File: config.mk
export PLATFORM = sky130hd
export DESIGN_NAME = psum_drain
export DESIGN_NICKNAME = d
export VERILOG_FILES = /design/src/rtl/psum_drain_pkg.sv /design/src/rtl/psum_acc_lane.sv /design/src/rtl/psum_drain.sv
export SDC_FILE = /design/constraint.sdc
export NUM_CORES = 2
export LEC_CHECK = 0
export CAP_MARGIN = 5
export CORE_AREA = 2 2 398 400
export CTS_CLUSTER_DIAMETER = 40
export DETAILED_ROUTE_END_ITERATION = 10
export DIE_AREA = 0 0 400 402
export GPL_TIMING_DRIVEN = 0
export PLACE_DENSITY = 0.54
export SLEW_MARGIN = 20
export SYNTH_ARGS = -nofsm -noshare
export SYNTH_HDL_FRONTEND = slang
export SYNTH_SLANG_ARGS = --single-unit
File: constraint.sdc
create_clock -name clk -period 6.7 [get_ports clk]
set_input_delay 1.675 -clock clk [delete_from_list [all_inputs] [get_ports clk]]
set_output_delay 1.675 -clock clk [all_outputs]
set_load 0.005 [all_outputs]
File: src/rtl/psum_drain_pkg.sv
`default_nettype none
// ============================================================================
//  Module      : psum_drain_pkg
//  Description : Shared types and constants for the partial-sum drain block:
//                FSM state encoding, default array geometry, psum word type.
//  Revision    : 1.0  initial release
// ============================================================================
package psum_drain_pkg;

    localparam int DEF_ARRAY_SIZE = 8;
    localparam int DEF_COL_WIDTH  = 13;
    localparam int LANES_PER_COL  = 4;

    typedef enum logic [1:0] {
        ST_IDLE  = 2'd0,
        ST_ACCUM = 2'd1,
        ST_DRAIN = 2'd2
    } state_e;

    // One column psum at the default geometry (four lanes of COL_WIDTH bits)
    typedef logic [DEF_COL_WIDTH*LANES_PER_COL-1:0] psum_word_t;

endpackage
`default_nettype wire

File: src/rtl/psum_acc_lane.sv
`default_nettype none
// ============================================================================
//  Module      : psum_acc_lane
//  Description : Single-column accumulator: sign-extends one signed psum and
//                either loads it or adds it to the running total. With
//                PSUM_DRAIN_SAT_EN defined the add clamps at the signed
//                ACC_WIDTH limits and reports the clamp on sat_o.
//  Revision    : 1.0  initial release
// ============================================================================
module psum_acc_lane #(
    parameter int PSUM_W    = 52,
    parameter int ACC_WIDTH = 64
) (
    input  logic                 clk,
    input  logic                 rst,
    input  logic                 load_i,
    input  logic                 add_i,
    input  logic [PSUM_W-1:0]    psum_i,
    output logic [ACC_WIDTH-1:0] acc_o
`ifdef PSUM_DRAIN_SAT_EN
    ,
    output logic                 sat_o
`endif
);

    logic [ACC_WIDTH-1:0] ext_w;
    logic [ACC_WIDTH-1:0] sum_w;
    logic [ACC_WIDTH-1:0] acc_d;
    logic [ACC_WIDTH-1:0] acc_q;

    assign ext_w = ACC_WIDTH'($signed(psum_i));
    assign sum_w = acc_q + ext_w;
    assign acc_o = acc_q;

`ifdef PSUM_DRAIN_SAT_EN
    localparam logic [ACC_WIDTH-1:0] ACC_MAX = {1'b0, {(ACC_WIDTH-1){1'b1}}};
    localparam logic [ACC_WIDTH-1:0] ACC_MIN = {1'b1, {(ACC_WIDTH-1){1'b0}}};

    logic ovf_w;
    // Overflow only when both operands share a sign and the result flips it
    assign ovf_w = (acc_q[ACC_WIDTH-1] == ext_w[ACC_WIDTH-1]) &&
                   (sum_w[ACC_WIDTH-1] != acc_q[ACC_WIDTH-1]);
    assign sat_o = add_i && ovf_w;
`endif

    // Next accumulator value: load first pass, add (wrap or clamp) afterwards
    always_comb begin
        acc_d = acc_q;
        if (load_i) begin
            acc_d = ext_w;
        end else if (add_i) begin
`ifdef PSUM_DRAIN_SAT_EN
            if (ovf_w) begin
                acc_d = acc_q[ACC_WIDTH-1] ? ACC_MIN : ACC_MAX;
            end else begin
                acc_d = sum_w;
            end
`else
            acc_d = sum_w;
`endif
        end
    end

    // Accumulator register
    always_ff @(posedge clk) begin
        if (rst) begin
            acc_q <= '0;
        end else begin
            acc_q <= acc_d;
        end
    end

endmodule
`default_nettype wire

File: src/rtl/psum_drain.sv
`default_nettype none
// ============================================================================
//  Module      : psum_drain
//  Description : Sums num_passes psum words per tile across ARRAY_SIZE
//                columns, then drains one column result per handshake.
//                Optional macro PSUM_DRAIN_SAT_EN enables saturating adds
//                and the sticky per-tile sat_flag.
//  Revision    : 1.0  initial release
// ============================================================================
module psum_drain
    import psum_drain_pkg::*;
#(
    parameter int ARRAY_SIZE = DEF_ARRAY_SIZE,
    parameter int COL_WIDTH  = DEF_COL_WIDTH,
    parameter int ACC_WIDTH  = 64
) (
    input  logic                                          clk,
    input  logic                                          rst,
    input  logic                                          psum_valid,
    input  logic [ARRAY_SIZE-1:0][COL_WIDTH*LANES_PER_COL-1:0] psums,
    output logic                                          psum_ready,
    input  logic [7:0]                                    num_passes,
    output logic                                          out_valid,
    input  logic                                          out_ready,
    output logic [ACC_WIDTH-1:0]                          out_data,
    output logic [$clog2(ARRAY_SIZE)-1:0]                 out_col,
    output logic                                          out_last,
    output logic                                          busy,
    output logic                                          sat_flag
);

    localparam int PSUM_W = COL_WIDTH * LANES_PER_COL;
    localparam int COL_W  = $clog2(ARRAY_SIZE);
    localparam logic [COL_W-1:0] LAST_COL = COL_W'(ARRAY_SIZE - 1);

    state_e               state_q, state_d;
    logic [COL_W-1:0]     col_q, col_d;
    logic [7:0]           pass_cnt_q, pass_cnt_d;
    logic [7:0]           passes_q, passes_d;
    logic [7:0]           passes_eff_w;
    logic                 accept_w;
    logic                 load_w;
    logic                 add_w;
    logic [ACC_WIDTH-1:0] acc_w [ARRAY_SIZE];

    assign psum_ready   = !rst && (state_q != ST_DRAIN);
    assign accept_w     = psum_valid && psum_ready;
    assign load_w       = accept_w && (state_q == ST_IDLE);
    assign add_w        = accept_w && (state_q == ST_ACCUM);
    // A zero pass count is treated as a single pass
    assign passes_eff_w = (num_passes == 8'd0) ? 8'd1 : num_passes;

`ifdef PSUM_DRAIN_SAT_EN
    logic [ARRAY_SIZE-1:0] lane_sat_w;
`endif

    generate
        for (genvar g = 0; g < ARRAY_SIZE; g++) begin : g_lane
            psum_acc_lane #(
                .PSUM_W    (PSUM_W),
                .ACC_WIDTH (ACC_WIDTH)
            ) u_lane (
                .clk    (clk),
                .rst    (rst),
                .load_i (load_w),
                .add_i  (add_w),
                .psum_i (psums[g]),
                .acc_o  (acc_w[g])
`ifdef PSUM_DRAIN_SAT_EN
                ,
                .sat_o  (lane_sat_w[g])
`endif
            );
        end
    endgenerate

    // Next-state logic for tile sequencing and drain column pointer
    always_comb begin
        state_d    = state_q;
        col_d      = col_q;
        pass_cnt_d = pass_cnt_q;
        passes_d   = passes_q;
        unique case (state_q)
            ST_IDLE: begin
                if (accept_w) begin
                    passes_d   = passes_eff_w;
                    pass_cnt_d = 8'd1;
                    col_d      = '0;
                    state_d    = (passes_eff_w == 8'd1) ? ST_DRAIN : ST_ACCUM;
                end
            end
            ST_ACCUM: begin
                if (accept_w) begin
                    pass_cnt_d = pass_cnt_q + 8'd1;
                    if ((pass_cnt_q + 8'd1) == passes_q) begin
                        state_d = ST_DRAIN;
                    end
                end
            end
            ST_DRAIN: begin
                if (out_ready) begin
                    if (col_q == LAST_COL) begin
                        col_d   = '0;
                        state_d = ST_IDLE;
                    end else begin
                        col_d = col_q + 1'b1;
                    end
                end
            end
            default: begin
                state_d = ST_IDLE;
            end
        endcase
    end

    // FSM and counter registers
    always_ff @(posedge clk) begin
        if (rst) begin
            state_q    <= ST_IDLE;
            col_q      <= '0;
            pass_cnt_q <= '0;
            passes_q   <= '0;
        end else begin
            state_q    <= state_d;
            col_q      <= col_d;
            pass_cnt_q <= pass_cnt_d;
            passes_q   <= passes_d;
        end
    end

`ifdef PSUM_DRAIN_SAT_EN
    logic sat_flag_q, sat_flag_d;

    // Sticky clamp indicator, cleared when a new tile starts
    always_comb begin
        sat_flag_d = sat_flag_q;
        if (load_w) begin
            sat_flag_d = 1'b0;
        end else if (add_w && (|lane_sat_w)) begin
            sat_flag_d = 1'b1;
        end
    end

    // Saturation flag register
    always_ff @(posedge clk) begin
        if (rst) begin
            sat_flag_q <= 1'b0;
        end else begin
            sat_flag_q <= sat_flag_d;
        end
    end

    assign sat_flag = !rst && sat_flag_q;
`else
    assign sat_flag = 1'b0;
`endif

    // Outputs are forced quiet while reset is held
    assign out_valid = !rst && (state_q == ST_DRAIN);
    assign out_data  = rst ? '0 : acc_w[col_q];
    assign out_col   = rst ? '0 : col_q;
    assign out_last  = out_valid && (col_q == LAST_COL);
    assign busy      = !rst && (state_q != ST_IDLE);

endmodule
`default_nettype wire

### Word level (Yosys, flattened, before mapping)

Index checks and enable logic that the tools add are counted.
W data, S select, Z words.

* bits of input ports: 428
* register bits after elaboration: 533

* $lt $le $gt $ge: 1
* bitwise logic cells: 1
* $add $sub $neg: 10
* multiplexer cells: 36
* equality and inequality tests: 11
* reduce and logical (&&, ||, !) cells: 18

Operator list (number)
* $mux W64: 19
* $add A64 B64 Y64: 8
* $bmux W64 S3: 1
* $mux W8: 3
* $pmux W8 S2: 1
* $mux W2: 6
* $mux W3: 4
* $ne A2 B2 Y1 const B: 5
* $add A8 B1 Y8 const B: 1
* $eq A8 B1 Y1 const B: 1
* $eq A8 B8 Y1: 1
* $logic_not A8 Y1: 1
* $reduce_bool A2 Y1: 4
* $logic_and A1 B1 Y1: 7
* $pmux W2 S3: 1
* $pmux W3 S2: 1
* $reduce_and A3 Y1: 2
* $reduce_and A5 Y1: 1
* $ge A4 B4 Y1 const B: 1
* $not A3 Y4: 1
* $add A3 B1 Y3 const B: 1
* $eq A3 B3 Y1 const B: 1
* $eq A2 B1 Y1 const B: 1
* $eq A2 B2 Y1 const B: 1
* other kinds (4): 4

### Depth between registers and ports, before layout

* depth after elaboration: 6
* mapped depth: 15
* gate-level depth less buffers: 15

### Modules after synthesis

A second synthesis with hierarchy kept.

* cell total of the unflattened synthesis: 7469
* area total of the unflattened synthesis: 57167.3 um^2

Modules (own cells, without submodules)
* psum_acc_lane (g_lane[4].u_lane ...): area each 6522.5 um^2, instances 3, cells each 893
* psum_acc_lane (g_lane[0].u_lane ...): area each 6438.7 um^2, instances 3, cells each 859
* psum_acc_lane (g_lane[3].u_lane): area each 6512.5 um^2, instances 1, cells each 875
* psum_acc_lane (g_lane[6].u_lane): area each 6478.7 um^2, instances 1, cells each 872
* psum_drain: area each 5292.6 um^2, instances 1, cells each 466

### Worst setup path before layout

No wires, ideal clock.

* path kind: input to register
* start: input psums[104] in the netlist's numbering
* end: register g_lane[2].u_lane.acc_q[58]
* buffers on the path: 0
* path slack: 1.739 ns
* stages: 15
* arrival: 4.831 ns
* setup time: 0.130 ns
* path through: ha_1 > fa_1 > a21o_1 > a21o_1 > a2111oi_4 > o31ai_2 > nor3_1 > a21oi_1 > a41oi_2 > o211ai_1 > a311oi_2 > o21bai_1 > a21oi_1 > xor2_1 > o22ai_1

* cells in the longest elaborated chain, start to end: 3

Ends and longest elaborated chain
* from (decl): RTL line psum_drain.sv:20 `input logic [ARRAY_SIZE-1:0][COL_WIDTH*LANES_PER_COL-1:0] psums,`
* $add A64 B64 Y64: RTL line psum_acc_lane.sv:32 `assign sum_w = acc_q + ext_w;`
* $mux W64: RTL line psum_acc_lane.sv:51 `end else if (add_i) begin`
* $mux W64: RTL line psum_acc_lane.sv:49 `if (load_i) begin`
* to (signal assigned): RTL line psum_acc_lane.sv:67 `acc_q <= '0;`
* to (signal assigned): RTL line psum_acc_lane.sv:69 `acc_q <= acc_d;`
* to (decl): RTL line psum_acc_lane.sv:29 `logic [ACC_WIDTH-1:0] acc_q;`

No other way between the ends. The select of a mux whose other input is x is not followed.
A chain may end at the register's enable or synchronous reset.

### Worst setup path in the final report

* start: register state_q[0]
* end: output busy

* cells in the longest elaborated chain, start to end: 2

Ends and longest elaborated chain
* from (decl): RTL line psum_drain.sv:36 `state_e state_q, state_d;`
* from (signal assigned): RTL line psum_drain.sv:124 `state_q <= state_d;`
* $reduce_bool A2 Y1: RTL line psum_drain.sv:163 `assign busy = !rst && (state_q != ST_IDLE);`
* $logic_and A1 B1 Y1: RTL line psum_drain.sv:163
* to (decl): RTL line psum_drain.sv:28 `output logic busy,`

No other way between the ends.

==> results.json <==
{
  "outcome": "complete, no violations",
  "ys_warn_count": 0,
  "post_drt_wl_per_cell_um": 30.8,
  "end_kind": "primary output",
  "synth_top_area_share_pct": 19.6,
  "worstMarginPinSlew_ps": 1310,
  "first_pass_iters": 6,
  "synth-seq-cells": 533,
  "crit_path_frequent_cell": "clkbuf_1",
  "slew_headroom_pct": 12.4,
  "cts_setup_buffers": 0,
  "grt_pass1_vias": 57553,
  "peakVddDrop_v": 0.000228,
  "synth-seq-area-share_pct": 19.6,
  "cp.required_ps": 5030,
  "multi_input_area_um2": 41400,
  "power_density_nw_per_um2": 251,
  "final_cell_mix": "a21oi_1, nor2_1, dfxtp_1",
  "post-route-util_pct": 42.8,
  "core-area_um2": 157000,
  "avgSynthCellArea_um2": 7.73,
  "ys.flop_type": "dfxtp_1",
  "clock_latency_ps": 790,
  "grt_pass1_wl_mm": 418,
  "overflow": 0,
  "track_usage_pct": 36.2,
  "finalSetupTns_ps": 0,
  "worstSetupPathType": "flip-flop to primary output",
  "ctsHoldBuffers": 0,
  "antenna_found_initial": 32,
  "synth_area_um2": 54500,
  "grt_start_max_net_pins": 20,
  "die_w_um": 400,
  "row_count": 146,
  "synthDistinctLibCells": 99,
  "hpwl_mm": 248,
  "ant_nets": 0,
  "crit_slowest_cell": "clkbuf_1",
  "final-max-slew-violation-count": 0,
  "synthArstFlopShare_pct": 0,
  "viasPerCell": 6.19,
  "post_cts_resized": 0,
  "htreeDepth": 4,
  "hold_viol_final": 0,
  "clk_pin_slew_ps": 50,
  "syn2layout_area_growth_pct": 23.4,
  "dr_total_vias": 61147,
  "fmax_mhz": 152,
  "placed_area_um2": 62400,
  "synth_area_leader_cell": "dfxtp_1",
  "cp-start-kind": "flip-flop",
  "dp_cells": 9627,
  "clock_sinks": 533,
  "maxCapViolCount": 0,
  "worst_path_largest_cell_delay_ps": 820,
  "busiest_layer": "met2",
  "design.die.area_um2": 161000,
  "use_met1_pct": 48.7,
  "pre_cts_slack_ps": -184,
  "final-setup-viol-count": 0,
  "worst_slack_ps": 120,
  "min_period_ps": 6580,
  "place_congestion": 1.04,
  "critical_path.cell_chain": "clkbuf_1, inv_2, clkbuf_1, clkbuf_1, clkbuf_2, a21oi_1, clkdlybuf4s50_1",
  "fillCellCount": 15969,
  "critPathTopFamily": "buffers and inverters",
  "crit_arrival_ps": 4910,
  "grt_use_met3_pct": 7.63,
  "skew_ps": 33.1,
  "drc": 0,
  "fp.dieH_um": 402,
  "finalCritPeriodShare_pct": 98.2,
  "routed_wirelength_mm": 304,
  "hp-class": "flip-flop to flip-flop",
  "path_buf_inv": 6,
  "synth_cells": 7045,
  "fin_area_um2": 67200,
  "grt_util_met2_pct": 54.6,
  "seqCellArea_um2": 10700,
  "cts_max_path_buffers": 3,
  "numCtsBuffers": 138,
  "io_pins": 500,
  "rsz0062_at_grt": "false",
  "cts_tree": "built",
  "final_common_cell": "a21oi_1",
  "drt_iter0_markers": 6758,
  "synth.area.top_cells": "dfxtp_1, ha_1, a21oi_1",
  "clockRootBuffer": "clkbuf_16",
  "drive_gt1_share_pct": 7.03,
  "synth-edff-count": 0,
  "leakage_nw": 27.6,
  "final-instance-count-excl-fill": 9876,
  "nets": 8639,
  "port_buffers": 497,
  "syn-num-nets": 7988,
  "start_util_pct": 34.7,
  "critPathMaxFanout": 10
}
[worst register-to-register path, stage by stage, from the launching register on]
cell and delay [ps]:
dfxtp_1 420, ha_1 270, fa_1 440, a211oi_1 340, o21ai_0 220, a21oi_1 310, o21ai_0 280, a31oi_1 430
o21ai_2 200, o31a_2 410, a31oi_1 530, nor2_1 210, o21bai_1 410, o31ai_1 180, xnor2_1 210, o22ai_1 100
[cell usage after synthesis, types with 21 or more instances]
library cell / number
nand2_1: 529
nand2b_1: 37
a21o_1: 338
xor2_1: 150
xnor2_1: 333
o21a_1: 45
clkbuf_1: 410
o21bai_1: 103
a31oi_1: 72
inv_1: 135
nor2_1: 695
or3_1: 26
nand4_1: 145
nor2b_1: 48
mux4_2: 128
buf_1: 60
a221oi_1: 21
and3_1: 49
a21oi_1: 991
nand3_1: 112
and2_1: 25
o31ai_1: 21
o22ai_1: 70
ha_1: 507
nor3_1: 78
mux2i_1: 286
a211oi_1: 290
dfxtp_1: 533
o21ai_0: 438
o211ai_1: 36
[power by group]
group	switching (mW)	internal, mW
clock network	2.30	4.73
registers	0.396	3.47
logic	3.73	2.26
[layer usage]
layer | wire length (µm) | vias to the layer above
met5 | 107 | -
met1 | 127000 | 29689
met3 | 30600 | 647
met2 | 129000 | 3247
li1 | - | 27546
met4 | 17100 | 18
[metrics by stage]
step                      total power [mW]  hold slack [ps]
after detailed placement              9.69              454
after global routing                  17.5              487
after floorplan                       7.49              430
after CTS                             16.7              459
final                                 16.9              459
after global placement                9.64              444
[sequential cells by signal, indices dropped and copies added, names as in the netlist]
register,flops
passes_q,8
col_q,3
state_q,2
g_lane.u_lane.acc_o,512
pass_cnt_q,8
[path summary, 6_finish.rpt]
check | start | to | slack [ps] | cells after the start
setup / recovery | state_q[0] | busy | 120 | 7
hold / removal | g_lane[5].u_lane.acc_o[63] | g_lane[5].u_lane.acc_o[63] | 460 | 2
setup reg to reg | g_lane[7].u_lane.acc_o[0] | g_lane[7].u_lane.acc_o[60] | 1600 | 15
hold reg to reg | g_lane[5].u_lane.acc_o[63] | g_lane[5].u_lane.acc_o[63] | 460 | 2
[layout make-up]
| class | instances | area share (%) |
|---|---|---|
| buffer | 484 | 2.88 |
| clock inverter | 68 | 1.33 |
| inverter | 137 | 0.765 |
| tap | 2072 | 3.86 |
| multi-input combinational | 5891 | 61.6 |
| antenna | 4 | 0.0149 |
| clock buffer | 176 | 5.75 |
| timing repair buffer | 511 | 7.89 |
| sequential | 533 | 15.9 |
[logic make-up after synthesis]
group | synth area share (%)
buffers and inverters | 4.33
AOI/OAI and AO/OA | 30.9
and+or+nand+nor | 14.9
xor gates and xnor gates | 7.77
muxes | 10.6
other | 0.00689
adders and majority gates | 11.9
DFF | 19.6
No activity file was read; power rests on OpenSTA's default activity.
